==> src/rtl/otter_intc.sv <==
// rtl/otter_intc.sv - N-source interrupt controller: synchronise, latch, prioritise, present one intrpt line.
// Optional OTTER_INTC_SWI_EN adds a software trigger register at offset 0x14.
module otter_intc #(
    parameter int          NUM_SRC     = 8,
    parameter logic [31:0] BASE_ADDR   = 32'h1100_0100,
    parameter int          SYNC_STAGES = 2
) (
    input  logic               clk,
    input  logic               rst,
    input  logic [NUM_SRC-1:0] src,
    input  logic [31:0]        iobus_addr,
    input  logic [31:0]        iobus_out,
    input  logic               iobus_wr,
    input  logic               intrpt_taken,
    output logic               intrpt,
    output logic [4:0]         irq_id,
    output logic [31:0]        rd_data,
    output logic               rd_hit
);
    typedef enum logic {IDLE = 1'b0, SERVICE = 1'b1} state_t;
    state_t state, state_nxt;

    logic [SYNC_STAGES-1:0][NUM_SRC-1:0] sync_q;
    logic [NUM_SRC-1:0] hist, lvl, rise;
    logic [NUM_SRC-1:0] enable, pending, mode;
    logic [NUM_SRC-1:0] active, w1c, claim_clr, sw_set, pend_nxt;
    logic [4:0]         win;
    logic               any_active, take, complete;
    logic [31:0]        off;
    logic               sel_en, sel_pend, sel_mode, sel_claim, sel_isr;
    logic               unused_bits;

    assign lvl        = sync_q[SYNC_STAGES-1];
    assign rise       = lvl & ~hist;
    assign active     = pending & enable;
    assign any_active = |active;

    // Register window decode; 0x14 only exists with the software trigger.
    assign off = iobus_addr - BASE_ADDR;
`ifdef OTTER_INTC_SWI_EN
    assign rd_hit = (off < 32'h18);
    logic sel_sw;
    assign sel_sw = rd_hit && (off[4:2] == 3'd5);
    assign sw_set = (iobus_wr && sel_sw) ? iobus_out[NUM_SRC-1:0] : '0;
`else
    assign rd_hit = (off < 32'h14);
    assign sw_set = '0;
`endif
    assign sel_en    = rd_hit && (off[4:2] == 3'd0);
    assign sel_pend  = rd_hit && (off[4:2] == 3'd1);
    assign sel_mode  = rd_hit && (off[4:2] == 3'd2);
    assign sel_claim = rd_hit && (off[4:2] == 3'd3);
    assign sel_isr   = rd_hit && (off[4:2] == 3'd4);

    assign unused_bits = ^{off, iobus_out};

    // Fixed priority: lowest index wins.
    always_comb begin
        win = 5'd0;
        for (int i = NUM_SRC - 1; i >= 0; i--) begin
            if (active[i]) win = 5'(i);
        end
    end

    assign take     = (state == IDLE) && intrpt_taken && any_active;
    assign complete = (state == SERVICE) && iobus_wr && sel_claim && (iobus_out[4:0] == irq_id);
    assign w1c      = (iobus_wr && sel_pend) ? iobus_out[NUM_SRC-1:0] : '0;

    always_comb begin
        claim_clr = '0;
        for (int i = 0; i < NUM_SRC; i++) begin
            claim_clr[i] = take && mode[i] && (win == 5'(i));
        end
    end

    // Edge bits: clears applied before the new edge is ORed in, so a same-cycle edge wins.
    assign pend_nxt = (mode & ((pending & ~(w1c | claim_clr)) | rise))
                    | (~mode & lvl)
                    | sw_set;

    always_ff @(posedge clk) begin
        if (rst) begin
            sync_q  <= '0;
            hist    <= '0;
            enable  <= '0;
            pending <= '0;
            mode    <= '0;
            irq_id  <= 5'd0;
        end else begin
            sync_q  <= {sync_q[SYNC_STAGES-2:0], src};
            hist    <= lvl;
            pending <= pend_nxt;
            if (iobus_wr && sel_en)   enable <= iobus_out[NUM_SRC-1:0];
            if (iobus_wr && sel_mode) mode   <= iobus_out[NUM_SRC-1:0];
            if (take)                 irq_id <= win;
        end
    end

    always_ff @(posedge clk) begin
        if (rst) state <= IDLE;
        else     state <= state_nxt;
    end

    always_comb begin
        state_nxt = state;
        case (state)
            IDLE:    if (take)     state_nxt = SERVICE;
            SERVICE: if (complete) state_nxt = IDLE;
            default:               state_nxt = IDLE;
        endcase
    end

    always_comb begin
        intrpt = (state == IDLE) && any_active;
    end

    always_comb begin
        rd_data = 32'h0;
        if (sel_en)    rd_data = 32'(enable);
        if (sel_pend)  rd_data = 32'(pending);
        if (sel_mode)  rd_data = 32'(mode);
        if (sel_claim) rd_data = any_active ? 32'(win) : 32'h8000_0000;
        if (sel_isr)   rd_data = {(state == SERVICE), 26'b0, irq_id};
    end
endmodule
==> config.mk <==
export PLATFORM = sky130hd
export DESIGN_NAME = otter_intc
export DESIGN_NICKNAME = d
export VERILOG_FILES = /design/src/rtl/otter_intc.sv
export SDC_FILE = /design/constraint.sdc
export NUM_CORES = 1
export LEC_CHECK = 0
export ABC_AREA = 1
export CORE_MARGIN = 3
export CORE_UTILIZATION = 46
export CTS_CLUSTER_SIZE = 28
export DETAILED_ROUTE_END_ITERATION = 8
export PLACE_DENSITY = 0.91
export SYNTH_ARGS = -nofsm -noshare
export SYNTH_HDL_FRONTEND = slang
export SYNTH_SLANG_ARGS = --single-unit
export TNS_END_PERCENT = 100
==> constraint.sdc <==
create_clock -name clk -period 2.2 [get_ports clk]
set_clock_uncertainty 0.1 [all_clocks]
set_input_delay 0.22 -clock clk [delete_from_list [all_inputs] [get_ports clk]]
set_output_delay 0.22 -clock clk [all_outputs]
set_load 0.01 [all_outputs]
# After elaboration in Yosys (flattened, before gate mapping)
# Index checks and enable logic that the tools add are counted.
[op_classes]
n_mul = 0
div_mod_pow = 0
shift = 0
n_reduce_logical = 33
order_cmp = 1
n_bitwise = 12
n_addsub = 1
n_mux = 18
eq_ne = 12
[op_table]
columns = ["op", "count"]
rows = [
  ["two-way mux 32 bit", 5],
  ["bitwise AND 8 bit", 5],
  ["less-than comparator 32 x 5 -> 1 bit, second input constant", 1],
  ["subtractor 32 x 29 -> 32 bit, second input constant", 1],
  ["logical AND 1 bit", 30],
  ["NOT 8 bit", 3],
  ["bitwise OR 8 bit", 3],
  ["equality test 5 x 3 -> 1 bit, second input constant", 4],
  ["two-way mux 5 bit", 4],
  ["two-way mux 8 bit", 2],
  ["two-way mux 3 bit", 4],
  ["equality test 5 x 2 -> 1 bit, second input constant", 2],
  ["OR reduction 8 bit", 1],
  ["equality test 3 x 2 -> 1 bit, second input constant", 2],
  ["equality test 5 x 1 -> 1 bit, second input constant", 1],
  ["equality test 5 bit", 1],
  ["zero test 5 bit", 1],
  ["equality test 3 x 1 -> 1 bit, second input constant", 1],
  ["equality test 3 bit, second input constant", 1],
  ["zero test 3 bit", 1],
  ["two-way mux 1 bit", 2],
  ["case mux 1 bit (2 select lines)", 1],
  ["NOT 1 bit", 1],
]
[word_totals]
memories = 0
latchBits = 0
input_bits = 76
output_inout_bits = 39
mem_bits_rw = 0
mem_bits_ro = 0
ff_bits = 54
word_cells = 85

# Longest topological paths before layout
[logic_depth]
depth_word = 17
depth_mapped = 17
depth_no_buf = 17

# Worst setup path after synthesis
# Ideal clock, no wire load.
[synth_path]
kind = "input port to output port"
startpoint = "in iobus_addr[17]"
endpoint = "out rd_data[0]"
n_path_buf = 1
path_slack_ns = 0.091
path_stages = 13
arrival_time_ns = 1.789
t_required_ns = 1.880
path_cell_list = "nor2_1 -> nand2_1 -> nor2_2 -> nand2_2 -> nand2_2 -> nand3_1 -> nand2_2 -> nand4_4 -> nor2_8 -> buf_6 -> nand2_4 -> o21a_1 -> a21oi_2"
[synth_via]
elab_chain_len = 8
word_cells_on_any_way = 12
classes_between = "add/sub: 1; order compare: 1; mux: 5; reduce/logical: 5"
[synth_lines]
columns = ["element", "line_no", "text"]
rows = [
  ["start, declared", "11", "input logic [31:0] iobus_addr,"],
  ["subtractor 32 x 29 -> 32 bit *", "39", "assign off = iobus_addr - BASE_ADDR;"],
  ["less-than comparator 32 x 5 -> 1 bit *", "46", "assign rd_hit = (off < 32'h14);"],
  ["net rd_hit", "18", "output logic rd_hit"],
  ["logical AND 1 bit", "49", "assign sel_en = rd_hit && (off[4:2] == 3'd0);"],
  ["two-way mux 8 bit", "119", "if (sel_en) rd_data = 32'(enable);"],
  ["two-way mux 32 bit", "120", "if (sel_pend) rd_data = 32'(pending);"],
  ["two-way mux 32 bit", "121", "if (sel_mode) rd_data = 32'(mode);"],
  ["two-way mux 32 bit", "122", "if (sel_claim) rd_data = any_active ? 32'(win) : 32'h8000_0000;"],
  ["two-way mux 32 bit *", "123", "if (sel_isr) rd_data = {(state == SERVICE), 26'b0, irq_id};"],
  ["end, declared", "17", "output logic [31:0] rd_data,"],
]
# Mark *: on every way through the listed nets, which the timed path passes. The rest lies on a longest branch.

# Final worst setup path
[layout_path]
startpoint = "in iobus_addr[10]"
endpoint = "out rd_data[3]"
[layout_via]
elab_chain_len = 8
word_cells_on_any_way = 12
classes_between = "add/sub: 1; order compare: 1; mux: 5; reduce/logical: 5"
[layout_lines]
columns = ["element", "line_no"]
rows = [
  ["subtractor 32 x 29 -> 32 bit *", "39"],
  ["less-than comparator 32 x 5 -> 1 bit *", "46"],
  ["logical AND 1 bit", "49"],
  ["two-way mux 8 bit", "119"],
  ["two-way mux 32 bit", "120"],
  ["two-way mux 32 bit", "121"],
  ["two-way mux 32 bit", "122"],
  ["two-way mux 32 bit *", "123"],
]
# Every way passes the cells marked *; elsewhere a longest branch is shown, timed or not.

==> impl_metrics.env <==
export IMPL_hold_viol=0
export IMPL_r2r_end="pending[2]"
export IMPL_grt_pass1_wl_mm=16.0
export IMPL_worstPathRequired_ns=1.88
export IMPL_hp_start="sync_q[1]"
export IMPL_crit_path_end_kind="output pin"
export IMPL_setup_slack_ns=-0.358
export IMPL_rr_startpoint="pending[0]"
export IMPL_placedCellCount=706
export IMPL_use_met1_pct=25.1
export IMPL_worst_slew_pin_slew_ns=0.502
export IMPL_post_layout_nonfiller_instances=747
export IMPL_synthDistinctLibCells=42
export IMPL_synth_common_cells="125 x nand2_1, 75 x inv_1, 67 x nor2_1"
export IMPL_synth_async_reset_ratio_pct=0
export IMPL_gr_usage_met3_pct=3.40
export IMPL_rsz0062_at_grt="yes"
export IMPL_hpwl_mm=6.97
export IMPL_cp_arrival_ns=2.24
export IMPL_drtIter0Drc=203
export IMPL_grtUsageMet2_pct=44.3
export IMPL_seq_area_um2=1040
export IMPL_area_delta_synth_final_pct=47.7
export IMPL_routed_via_density=5.00
export IMPL_finalPower_mw=1.89
export IMPL_synthCells=512
export IMPL_maxCapViolCount=0
export IMPL_dpl_cell_area_um2=4270
export IMPL_crit_type="primary input to output pin"
export IMPL_first_pass_iters=5
export IMPL_n_antenna_cell=0
export IMPL_fillCellCount=541
export IMPL_period_needed_ns=2.56
export IMPL_violations="setup timing"
export IMPL_multiInputGateArea_um2=2140
export IMPL_setup_viol_count_final=21
export IMPL_synth_flop_cell="dfxtp_1"
export IMPL_cts_hold_buf=0
export IMPL_reg2regPathDepth=9
export IMPL_finish_net_count=726
export IMPL_clockBufferDepth=2
export IMPL_dieArea_um2=8280
export IMPL_netlist_top_cells_area="dfxtp_1 31%, nand2_1 14%, inv_1 8.5%"
export IMPL_top_usage_layer="met2"
export IMPL_powerDensity_nw_per_um2=385
export IMPL_portBuffers=63
export IMPL_grt_start_max_net_pins=27
export IMPL_die_y_um=91.0
export IMPL_design_area_um2=4910
export IMPL_min_path_type="register to register"
export IMPL_reg2reg_slack_ns=0.27
export IMPL_cts_made_buffers=5
export IMPL_yosysMostFrequentCell="nand2_1"
export IMPL_path_cells="buf_6, nor2_4, nand2_4, nor2_8, buf_6, nand3_2, nand2_2, nand3_2, nor2_4, nand3_4, buf_12, nor3_4, buf_12, nand2_1, nand3_1, nand2_1, inv_1, buf_2"
export IMPL_grt_use_total_pct=23.0
export IMPL_wl_per_cell_um=13.6
export IMPL_crit_path_max_fanout=8
export IMPL_status="finished, violations left"
export IMPL_synth_top_area_share_pct=31.3
export IMPL_cts_sinks=52
export IMPL_maxSlewHeadroom_pct=66.4
export IMPL_path_clk_slew_ns=0.08
export IMPL_antenna_found_initial=0
export IMPL_ys_seq_area_share_pct=31.3
export IMPL_wl_mm=10.1
export IMPL_grt_pass1_vias=3601
export IMPL_timing_final_crit_share_pct=116
export IMPL_start_kind="primary input"
export IMPL_fin_setup_tns_ns=-3.68
export IMPL_coreArea_um2=6910
export IMPL_syn_avg_cell_area_um2=6.49
export IMPL_whs_path_depth=2
export IMPL_start_util_pct=48.1
export IMPL_die_x_um=91.0
export IMPL_hold_end="lvl[1]"
export IMPL_syn_cell_area_um2=3320
export IMPL_leakage_nw=2.43
export IMPL_slew_viol_final=0
export IMPL_clock_latency_ns=0.30
export IMPL_holdWs_ns=0.303
export IMPL_cts_tree="done"
export IMPL_grt_ovfl_total=0
export IMPL_drive_gt1_share_pct=34.7
export IMPL_synth_edff_count=0
export IMPL_postRouteAntennaNets=0
export IMPL_max_freq_mhz=391
export IMPL_gp_congestion=0.917
export IMPL_slowest_delay_ns=0.21
export IMPL_critPathSlowestCell="nor3_4"
export IMPL_drc_errors=0
export IMPL_yosys_warnings=0
export IMPL_fp_row_count=30
export IMPL_ys_ff_latch=52
export IMPL_h_tree_depth=2
export IMPL_boundaryPins=115
export IMPL_ir_drop_v=0.000621
export IMPL_yosys_area_top_type="dfxtp_1"
export IMPL_vias=3732
export IMPL_cts_root_buffer="clkbuf_8"
sequential cells by signal (all words and copies together) (netlist names):
name,cells
enable,8
hist,8
irq_id,3
lvl,8
mode,8
pending,8
state,1
sync_q,8
through the flow:
step,worst slack (ns),util [%]
floorplan,0.0905,-
detailed placement,-1.19,61.9
global route,-0.465,71.1
finish,-0.358,71.1
CTS,-0.317,67.4
global placement,-1.11,61.9
placed cells by master, fill, tap and decap left out, types with 18 or more instances in the layout:
cell / n
nand3_1: 18
dfxtp_1: 51
nand2_2: 29
nor2_1: 46
clkdlybuf4s50_1: 24
a21oi_1: 20
conb_1: 25
inv_1: 72
buf_4: 64
nand2_1: 100
buf_2: 22
where the power goes:
group / internal [mW] / leakage (nW) / total [mW] / switching, mW
sequential: 0.962 / 0.424 / 0.970 / 0.00858
clock: 0.256 / 0.0445 / 0.543 / 0.287
combinational: 0.170 / 1.97 / 0.374 / 0.204
total: 1.39 / 2.43 / 1.89 / 0.500
worst max-delay path by stage:
stage                              start    endpoint  slack [ns]
after floorplan           iobus_addr[17]  rd_data[0]        0.09
after global placement     iobus_addr[8]  rd_data[0]       -1.11
after detailed placement   iobus_addr[8]  rd_data[1]       -1.19
after CTS                 iobus_addr[10]  rd_data[1]       -0.32
after global routing      iobus_addr[10]  rd_data[3]       -0.46
final                     iobus_addr[10]  rd_data[3]       -0.36
worst max-delay path, delay by kind of cell:
kind | cells | cell delay, ns
simple gates | 12 | 1.29
buf+inv | 6 | 0.73
metal layers:
layer | vias up | wire, µm
met4 | 0 | 393
li1 | 1826 | -
met1 | 1712 | 3770
met3 | 38 | 537
met2 | 156 | 5440
met5 | - | 0
logic make-up after synthesis:
logic type	after synthesis	synth area share, %
xor+xnor	1	0.264
flops	52	31.3
buf+inv	114	16.7
simple gates	265	38.1
compound gates	79	13.5
other cells	1	0.113
layout make-up:
class	count	area share (%)
Clock buffer	7	1.76
Clock inverter	1	0.153
Inverter	80	6.14
Multi-Input combinational cell	371	43.7
Sequential cell	52	21.2
Tap cell	96	2.45
Timing Repair Buffer	140	24.6
repair_timing:
| action | in CTS | in global routing |
|---|---|---|
| cloned | 1 | 1 |
| setup buffers | 25 | 6 |
| setup endpoints to repair | 35 | 35 |
| pin swaps | 61 | 34 |
| resized for setup | 195 | 65 |
Note: power is estimated with default switching activity, not from simulation.
